**src/rtl/sc_spi_dfc.sv**
```systemverilog
// SPI data FIFO controller: TX/RX word FIFOs and a one-frame-per-command sequencer for sc_spi_spc.
// TXDATA/RXRDATA read storage combinationally; SPISTART waits for fw TX words and fw free RX slots.
module sc_spi_dfc #(
  parameter int TXAW = 3,
  parameter int RXAW = 3
) (
  input  logic          SPICLK,
  input  logic          SYSRST,
  input  logic [8:0]    DWIDTH,
  input  logic          CMDSTART,
  output logic          CMDDONE,
  input  logic          FLUSH,
  input  logic          TXWE,
  input  logic [31:0]   TXWDATA,
  output logic          TXFULL,
  output logic [TXAW:0] TXLEVEL,
  output logic          TXOVF,
  input  logic          RXRE,
  output logic [31:0]   RXRDATA,
  output logic          RXEMPTY,
  output logic [RXAW:0] RXLEVEL,
  output logic          RXOVF,
  input  logic          OVFCLR,
  output logic          SPISTART,
  input  logic          SPIBUSY,
  output logic [31:0]   TXDATA,
  input  logic          TXDETECT,
  input  logic [31:0]   RXDATA,
  input  logic          RXVALID
);
  localparam int RXD = 1 << RXAW;
  localparam int TXD = 1 << TXAW;
  localparam logic [TXAW:0] TX_INC = {{TXAW{1'b0}}, 1'b1};
  localparam logic [RXAW:0] RX_INC = {{RXAW{1'b0}}, 1'b1};

  typedef enum logic [1:0] {S_IDLE, S_WAIT, S_START, S_BUSY} state_t;
  state_t state, state_nxt;
  logic done_nxt;

  logic [4:0] fw, popcnt;
  logic txdet_q, rxval_q;
  logic tx_evt, rx_evt, in_frame, flush, wait_ok;

  logic [31:0]   tx_mem [TXD];
  logic [31:0]   rx_mem [RXD];
  logic [TXAW:0] tx_wp, tx_rp;
  logic [RXAW:0] rx_wp, rx_rp;
  logic tx_empty, rx_full, tx_push, tx_pop, rx_push, rx_pop;

  assign tx_evt   = TXDETECT ^ txdet_q;
  assign rx_evt   = RXVALID ^ rxval_q;
  assign in_frame = (state == S_START) || (state == S_BUSY);
  assign flush    = FLUSH && (state == S_IDLE);

  assign tx_empty = (tx_wp == tx_rp);
  assign TXFULL   = (tx_wp[TXAW] != tx_rp[TXAW]) && (tx_wp[TXAW-1:0] == tx_rp[TXAW-1:0]);
  assign TXLEVEL  = tx_wp - tx_rp;
  assign TXDATA   = tx_empty ? 32'd0 : tx_mem[tx_rp[TXAW-1:0]];

  assign RXEMPTY  = (rx_wp == rx_rp);
  assign rx_full  = (rx_wp[RXAW] != rx_rp[RXAW]) && (rx_wp[RXAW-1:0] == rx_rp[RXAW-1:0]);
  assign RXLEVEL  = rx_wp - rx_rp;
  assign RXRDATA  = rx_mem[rx_rp[RXAW-1:0]];

  // Toggle events past the frame's word count (controller prefetch) never pop.
  assign tx_push = TXWE && !TXFULL;
  assign tx_pop  = tx_evt && in_frame && (popcnt < fw) && !tx_empty;
  assign rx_push = rx_evt && !rx_full;
  assign rx_pop  = RXRE && !RXEMPTY;

  assign wait_ok = (int'(TXLEVEL) >= int'(fw)) && ((RXD - int'(RXLEVEL)) >= int'(fw)) && !SPIBUSY;
  assign SPISTART = (state == S_START);

  always_comb begin
    state_nxt = state;
    done_nxt  = 1'b0;
    case (state)
      S_IDLE:  if (CMDSTART) state_nxt = S_WAIT;
      S_WAIT:  if (wait_ok) state_nxt = S_START;
      S_START: if (SPIBUSY) state_nxt = S_BUSY;
      S_BUSY:  if (!SPIBUSY) begin
                 state_nxt = S_IDLE;
                 done_nxt  = 1'b1;
               end
      default: state_nxt = S_IDLE;
    endcase
  end

  always_ff @(posedge SPICLK or posedge SYSRST) begin
    if (SYSRST) begin
      state   <= S_IDLE;
      CMDDONE <= 1'b0;
      fw      <= 5'd1;
      popcnt  <= 5'd0;
      txdet_q <= 1'b0;
      rxval_q <= 1'b0;
    end else begin
      state   <= state_nxt;
      CMDDONE <= done_nxt;
      txdet_q <= TXDETECT;
      rxval_q <= RXVALID;
      if (state == S_IDLE && CMDSTART) begin
        fw     <= {1'b0, DWIDTH[8:5]} + 5'd1;
        popcnt <= 5'd0;
      end else if (tx_evt && in_frame && (popcnt < fw)) begin
        popcnt <= popcnt + 5'd1;
      end
    end
  end

  // Overflow set takes priority over a same-cycle clear.
  always_ff @(posedge SPICLK or posedge SYSRST) begin
    if (SYSRST) begin
      TXOVF <= 1'b0;
      RXOVF <= 1'b0;
    end else begin
      TXOVF <= (TXOVF && !OVFCLR) || (TXWE && TXFULL);
      RXOVF <= (RXOVF && !OVFCLR) || (rx_evt && rx_full);
    end
  end

  always_ff @(posedge SPICLK or posedge SYSRST) begin
    if (SYSRST) begin
      tx_wp <= '0;
      tx_rp <= '0;
      rx_wp <= '0;
      rx_rp <= '0;
    end else if (flush) begin
      tx_wp <= '0;
      tx_rp <= '0;
      rx_wp <= '0;
      rx_rp <= '0;
    end else begin
      if (tx_push) tx_wp <= tx_wp + TX_INC;
      if (tx_pop)  tx_rp <= tx_rp + TX_INC;
      if (rx_push) rx_wp <= rx_wp + RX_INC;
      if (rx_pop)  rx_rp <= rx_rp + RX_INC;
    end
  end

  always_ff @(posedge SPICLK) begin
    if (tx_push) tx_mem[tx_wp[TXAW-1:0]] <= TXWDATA;
    if (rx_push) rx_mem[rx_wp[RXAW-1:0]] <= RXDATA;
  end

endmodule

```
**config.mk**
```make
export PLATFORM = sky130hd
export DESIGN_NAME = sc_spi_dfc
export DESIGN_NICKNAME = d
export VERILOG_FILES = /design/src/rtl/sc_spi_dfc.sv
export SDC_FILE = /design/constraint.sdc
export NUM_CORES = 1
export LEC_CHECK = 0
export ABC_AREA = 1
export CORE_MARGIN = 5
export CORE_UTILIZATION = 52
export DETAILED_ROUTE_END_ITERATION = 10
export PLACE_DENSITY = 0.72
export SLEW_MARGIN = 20
export SYNTH_ARGS = -nofsm -noshare
export SYNTH_HDL_FRONTEND = slang
export SYNTH_SLANG_ARGS = --single-unit
```
**constraint.sdc**
```tcl
create_clock -name SPICLK -period 7 [get_ports SPICLK]
set_input_delay 1.4 -clock SPICLK [delete_from_list [all_inputs] [get_ports SPICLK]]
set_output_delay 1.4 -clock SPICLK [all_outputs]
set_load 0.05 [all_outputs]
```
=== After elaboration in Yosys (flattened, before gate mapping) ===
Memory sizes are Yosys's and may differ from the RTL's.
Index checks and enable logic that the tools add are counted.

* Register bits after elaboration: 33
* Bits in latches: 0
* RAM bits: 512
* Memory bits (read-only): 0
* Input port bits: 83
* Output and inout bits: 78
* Memories kept: 2

* Add/subtract/negate cells: 9
* $mul: 0
* Div/mod/pow operators: 0
* $lt $le $gt $ge: 3
* Eq/ne operators: 13
* Shift operators: 0
* Muxes and demuxes: 22
* Bitwise logic cells: 2
* Reductions and logical operators: 32

{| class="wikitable"
|+ Memory list
! name !! words !! width !! read ports !! clocked after memory_dff !! wr ports !! RTL line !! source
|-
| rx_mem || 8 || 32 || 1 || 0 || 1 || 45 || <nowiki>logic [31:0] rx_mem [RXD];</nowiki>
|-
| tx_mem || 8 || 32 || 1 || 0 || 1 || 44 || <nowiki>logic [31:0] tx_mem [TXD];</nowiki>
|}

{| class="wikitable"
|+ Operators by type and width
! kind !! count
|-
| $mux W32 || 1
|-
| $mux W4 || 8
|-
| $add A4 B1 Y4 const B || 4
|-
| $logic_and A1 B1 Y1 || 16
|-
| $mux W5 || 2
|-
| $reduce_bool A2 Y1 || 5
|-
| $eq A4 B4 Y1 || 2
|-
| $mux W2 || 4
|-
| $pmux W2 S4 || 1
|-
| $sub A4 B4 Y4 || 2
|-
| $eq A3 B3 Y1 || 2
|-
| $ge A5 B6 Y1 || 1
|-
| $logic_not A1 Y1 || 6
|-
| $mux W1 || 6
|-
| $ne A2 B2 Y1 const B || 3
|-
| $add A4 B1 Y5 const B || 1
|-
| $add A5 B1 Y5 const B || 1
|-
| $ge A4 B5 Y1 || 1
|-
| $lt A5 B5 Y1 || 1
|-
| $sub A4 B4 Y5 const A || 1
|-
| $eq A2 B2 Y1 const B || 2
|-
| $reduce_and A4 Y1 || 1
|-
| $logic_or A1 B1 Y1 || 3
|-
| $eq A2 B1 Y1 const B || 1
|-
| other kinds (4) || 6
|}

=== Longest topological paths before layout ===
* Word-level depth: 7
* Depth in mapped cells: 19
* Gate-level depth less buffers: 17

=== Least setup slack after synthesis ===
No wires, ideal clock.

* Path type: register to register
* From: register tx_rp[2]
* To: memory tx_mem[6][0] (enable)
* Data arrival time: 3.919 ns
* Required time: 6.539 ns
* Slack: 2.620 ns
* Stages on the path, launching flop included: 12
* Path buffers: 2
* Cell sequence: dfrtp_1 clkbuf_1 inv_1 clkbuf_1 ha_1 inv_1 nor3_1 nand2b_1 nand2_2 inv_1 nand2_1 nor3_1

* Cells in the longest elaborated chain, start to end: 6

{| class="wikitable"
|+ RTL lines
! item !! RTL line !! source
|-
| start: declaration || 46 || <nowiki>logic [TXAW:0] tx_wp, tx_rp;</nowiki>
|-
| start signal: assignment || 135 || <nowiki>if (tx_pop) tx_rp <= tx_rp + TX_INC;</nowiki>
|-
| $eq A3 B3 Y1 || 56 || <nowiki>assign TXFULL = (tx_wp[TXAW] != tx_rp[TXAW]) && (tx_wp[TXAW-1:0] == tx_rp[TXAW-1:0]);</nowiki>
|-
| $logic_and A1 B1 Y1 || 56 ||
|-
| $logic_not A1 Y1 || 66 || <nowiki>assign tx_push = TXWE && !TXFULL;</nowiki>
|-
| $logic_and A1 B1 Y1 || 66 ||
|-
| $mux W1 || 142 || <nowiki>if (tx_push) tx_mem[tx_wp[TXAW-1:0]] <= TXWDATA;</nowiki>
|-
| $mux W1 (not written as such) || 142 ||
|-
| end: declaration || 44 ||
|}

No other way between the ends.

=== Worst setup path after layout ===
* From: register tx_rp[0]
* To: output port TXDATA[4]

* Cells in the longest elaborated chain, start to end: 2
* Elaborated cells between the ends (all ways): 3

{| class="wikitable"
|+ RTL lines
! item !! RTL line !! source
|-
| $mem_v2 Z8 W32 / $eq A4 B4 Y1 (equally long branches) || n/a ||
|-
| $mux W32 (*) || 58 || <nowiki>assign TXDATA = tx_empty ? 32'd0 : tx_mem[tx_rp[TXAW-1:0]];</nowiki>
|-
| end: declaration || 26 || <nowiki>output logic [31:0] TXDATA,</nowiki>
|}

Every way passes the cells marked *; elsewhere a longest branch is shown, timed or not.

==> flow_summary.json <==
{
  "status": "completed",
  "globalRouteTotalUtil": 0.204,
  "synth-async-reset-ratio": 0.0606,
  "grt_first_pass_wirelength_um": 75200,
  "grt_max_degree": 90,
  "reg2reg_slack_ns": 3.65,
  "fp.coreArea_um2": 41900,
  "yosysTopAreaCell": "edfxtp_1",
  "busiest_layer": "met2",
  "min-delay-start": "fw[3]",
  "peakVddDrop_mv": 0.503,
  "dieArea_um2": 46600,
  "hold_buffers": 0,
  "clockRootBuffer": "clkbuf_16",
  "worstHoldPathType": "flip-flop to flip-flop",
  "gp_congestion": 0.758,
  "firstDrtPassIters": 5,
  "worstHoldEndpoint": "fw[3]",
  "path_delay_family": "buffers and inverters",
  "die-height_um": 216,
  "clkLatencyLatePin_ns": 0.60,
  "syn-num-nets": 1866,
  "yosysSeqAreaShare": 0.735,
  "max_freq_mhz": 181,
  "maxSlewViolCount": 0,
  "grt-ovfl-total": 0,
  "clock-sinks": 545,
  "critPathMaxFanout": 66,
  "synthFlopType": "edfxtp_1",
  "worstHoldPathCells": 2,
  "register_area_um2": 16200,
  "dp_hpwl_um": 25800,
  "grt_util_met3": 0.0448,
  "crit_chain": "clkinv_2, buf_4, o21ai_0, o22ai_1, o21ai_0, nor2_1, clkdlybuf4s50_1",
  "cts_resized": 0,
  "post-cts-setup-buffers": 0,
  "finalSetupViolCount": 0,
  "cts.clk_slew.worst_paths_ns": 0.06,
  "synth.top_cells.by_area": "edfxtp_1 (70%), nor2_1 (7.6%), o21ai_0 (5.6%)",
  "wl_per_cell_um": 19.9,
  "htreeDepth": 2,
  "fp.dieW_um": 216,
  "multi_input_area_um2": 5220,
  "synth_seq_cells": 545,
  "cp-end-kind": "output pin",
  "slowest_delay_ns": 0.91,
  "drive_gt1_frac": 0.0764,
  "fin_total_pwr_mw": 13.1,
  "via_per_inst": 5.69,
  "worst_pin_slew_ns": 0.968,
  "cp.arrival_ns": 4.13,
  "clk_path_buf_depth": 3,
  "path_common_cell": "o21ai_0",
  "cp_slowest_cell": "clkinv_2",
  "p_per_area_nw_per_um2": 504,
  "synth_edf_count": 512,
  "routed_wl_um": 49200,
  "ant_nets": 0,
  "layout_min_cycle_time_ns": 5.53,
  "drt_iter0_markers": 1198,
  "nNetsFinal": 2006,
  "fin_skew_ns": 0.0187,
  "r2r-start": "rx_rp[1]",
  "syn_avg_cell_area_um2": 12.6,
  "synth.distinct_cells": 35,
  "rows": 75,
  "grt_pass1_vias": 13500,
  "finalHoldViolCount": 0,
  "ios": 161,
  "vias": 14100,
  "final.setup.tns_ns": 0,
  "drc": 0,
  "cts_tree": "yes",
  "synth_area_um2": 22000,
  "p_leak_nw": 8.88,
  "worst-path-stages": 7,
  "rr_worst_depth": 10,
  "syn2layout_area_growth_pct": 17.5,
  "post-route-period-util": 0.790,
  "synth_top_area_frac": 0.697,
  "n_fill_cell": 3092,
  "path_class": "flip-flop to output pin",
  "slew-limit-headroom": 0.354,
  "use_met1": 0.267,
  "rsz0062_at_grt": "no",
  "synthCells": 1751,
  "port_buffers": 155,
  "ys_warn_count": 0,
  "cap_violations": 0,
  "critPathLaunchType": "flip-flop",
  "crit_buf_inv": 3,
  "start_util": 0.526,
  "r2r_end": "rx_mem[2][19]",
  "grtUsageMet2": 0.344,
  "cts_made_buffers": 55,
  "antenna_found_initial": 6,
  "required_ns": 5.60
}
logic make-up after synthesis:
group,Yosys count,share of synthesized area
and+or+nand+nor,549,0.0970
xor gates and xnor gates,11,0.00437
AOI/OAI and AO/OA,455,0.111
DFF,545,0.735
adders and majority gates,32,0.0188
buffers and inverters,159,0.0334
area by class of cell:
| cell class | instances | area share |
|---|---|---|
| multi-input cells | 1047 | 0.202 |
| flip-flops and latches | 545 | 0.626 |
| diodes | 4 | 0.000386 |
| repair buffers | 186 | 0.0689 |
| clock buffers | 63 | 0.0543 |
| inverters | 56 | 0.00821 |
| clock inverters | 39 | 0.0149 |
| well taps | 539 | 0.0260 |
cells in the final DEF, fill, tap and decap left out, types with 5 or more instances in the layout:
master           count
xnor2_1              5
nor2_1             432
clkinv_2            15
nand3_1             18
a21oi_1             15
o21ai_1             56
clkdlybuf4s50_1    155
o21ai_0            247
a31oi_1             33
edfxtp_1           512
ha_1                30
nor2_4              15
clkbuf_1             8
o22ai_1             98
xor2_1               6
buf_4               31
nand2_1             61
clkbuf_16           55
bufinv_16            6
inv_1               51
dfrtp_1             29
clkinv_1            12
nor2_2               5
nor3_1               5
worst max-delay path by stage:
stage | start | to | slack (ns)
2_1_floorplan | tx_rp[2] | tx_mem[6][0] | 2.62
3_3_place_gp | tx_rp[0] | TXDATA[3] | 2.20
3_5_place_dp | tx_rp[0] | TXDATA[4] | 2.12
4_1_cts | tx_rp[0] | TXDATA[4] | 1.47
5_1_grt | tx_rp[0] | TXDATA[3] | 1.16
6_report | tx_rp[0] | TXDATA[4] | 1.47
synth_stat cells, drive strengths merged (2+ instances only):
library cell / number
buf: 44
or2: 3
ha: 30
nand3: 18
a21oi: 15
fa: 2
o22ai: 98
o21ai: 303
edfxtp: 512
nand4: 3
xnor2: 5
dfrtp: 32
nor2: 452
xor2: 6
clkbuf: 59
nand2: 64
a31oi: 33
a211oi: 3
nor3: 6
inv: 56
report_power, final:
| part | switching (mW) | internal [mW] | total (mW) |
|---|---|---|---|
| combinational | 4.11 | 1.75 | 5.87 |
| sequential | 0.223 | 4.10 | 4.32 |
| clock | 1.21 | 1.67 | 2.88 |
| total | 5.54 | 7.52 | 13.1 |
worst reg2reg max path, stage by stage, from the launching register on:
cell	delay, ns
dfrtp_2	0.40
inv_2	0.63
ha_1	0.40
nand2_1	0.08
nor2_1	0.06
nand2_1	0.08
nand2_2	0.09
inv_2	0.10
nand2_1	0.22
nor2_4	0.47
buf_4	0.45
stage by stage:
stage | cells | util | hold WS, ns | setup slack (ns) | cell area (µm²)
floorplan | 1751 | - | 0.453 | 2.62 | 22000
global placement | 2373 | 0.575 | 0.470 | 2.20 | 24100
detailed placement | 2373 | 0.575 | 0.486 | 2.12 | 24100
CTS | 2475 | 0.617 | 0.500 | 1.47 | 25900
global route | 2478 | 0.618 | 0.513 | 1.16 | 25900
finish | 2479 | 0.618 | 0.496 | 1.47 | 25900
per-layer routing:
layer | wire [µm] | up-vias | share of wire
met3 | 3620 | 85 | 0.074
met2 | 24200 | 494 | 0.49
met1 | 20100 | 6895 | 0.41
li1 | - | 6627 | -
met4 | 1340 | 4 | 0.027
met5 | 27 | - | 0.00055
sequential cells by signal (all words and copies together) (netlist names):
register / count
state: 2
rx_mem: 256
txdet_q: 1
fw: 5
RXOVF: 1
TXOVF: 1
rxval_q: 1
popcnt: 5
tx_rp: 4
CMDDONE: 1
rx_rp: 4
tx_wp: 4
rx_wp: 4
tx_mem: 256
Note: power is estimated with default switching activity, not from simulation.
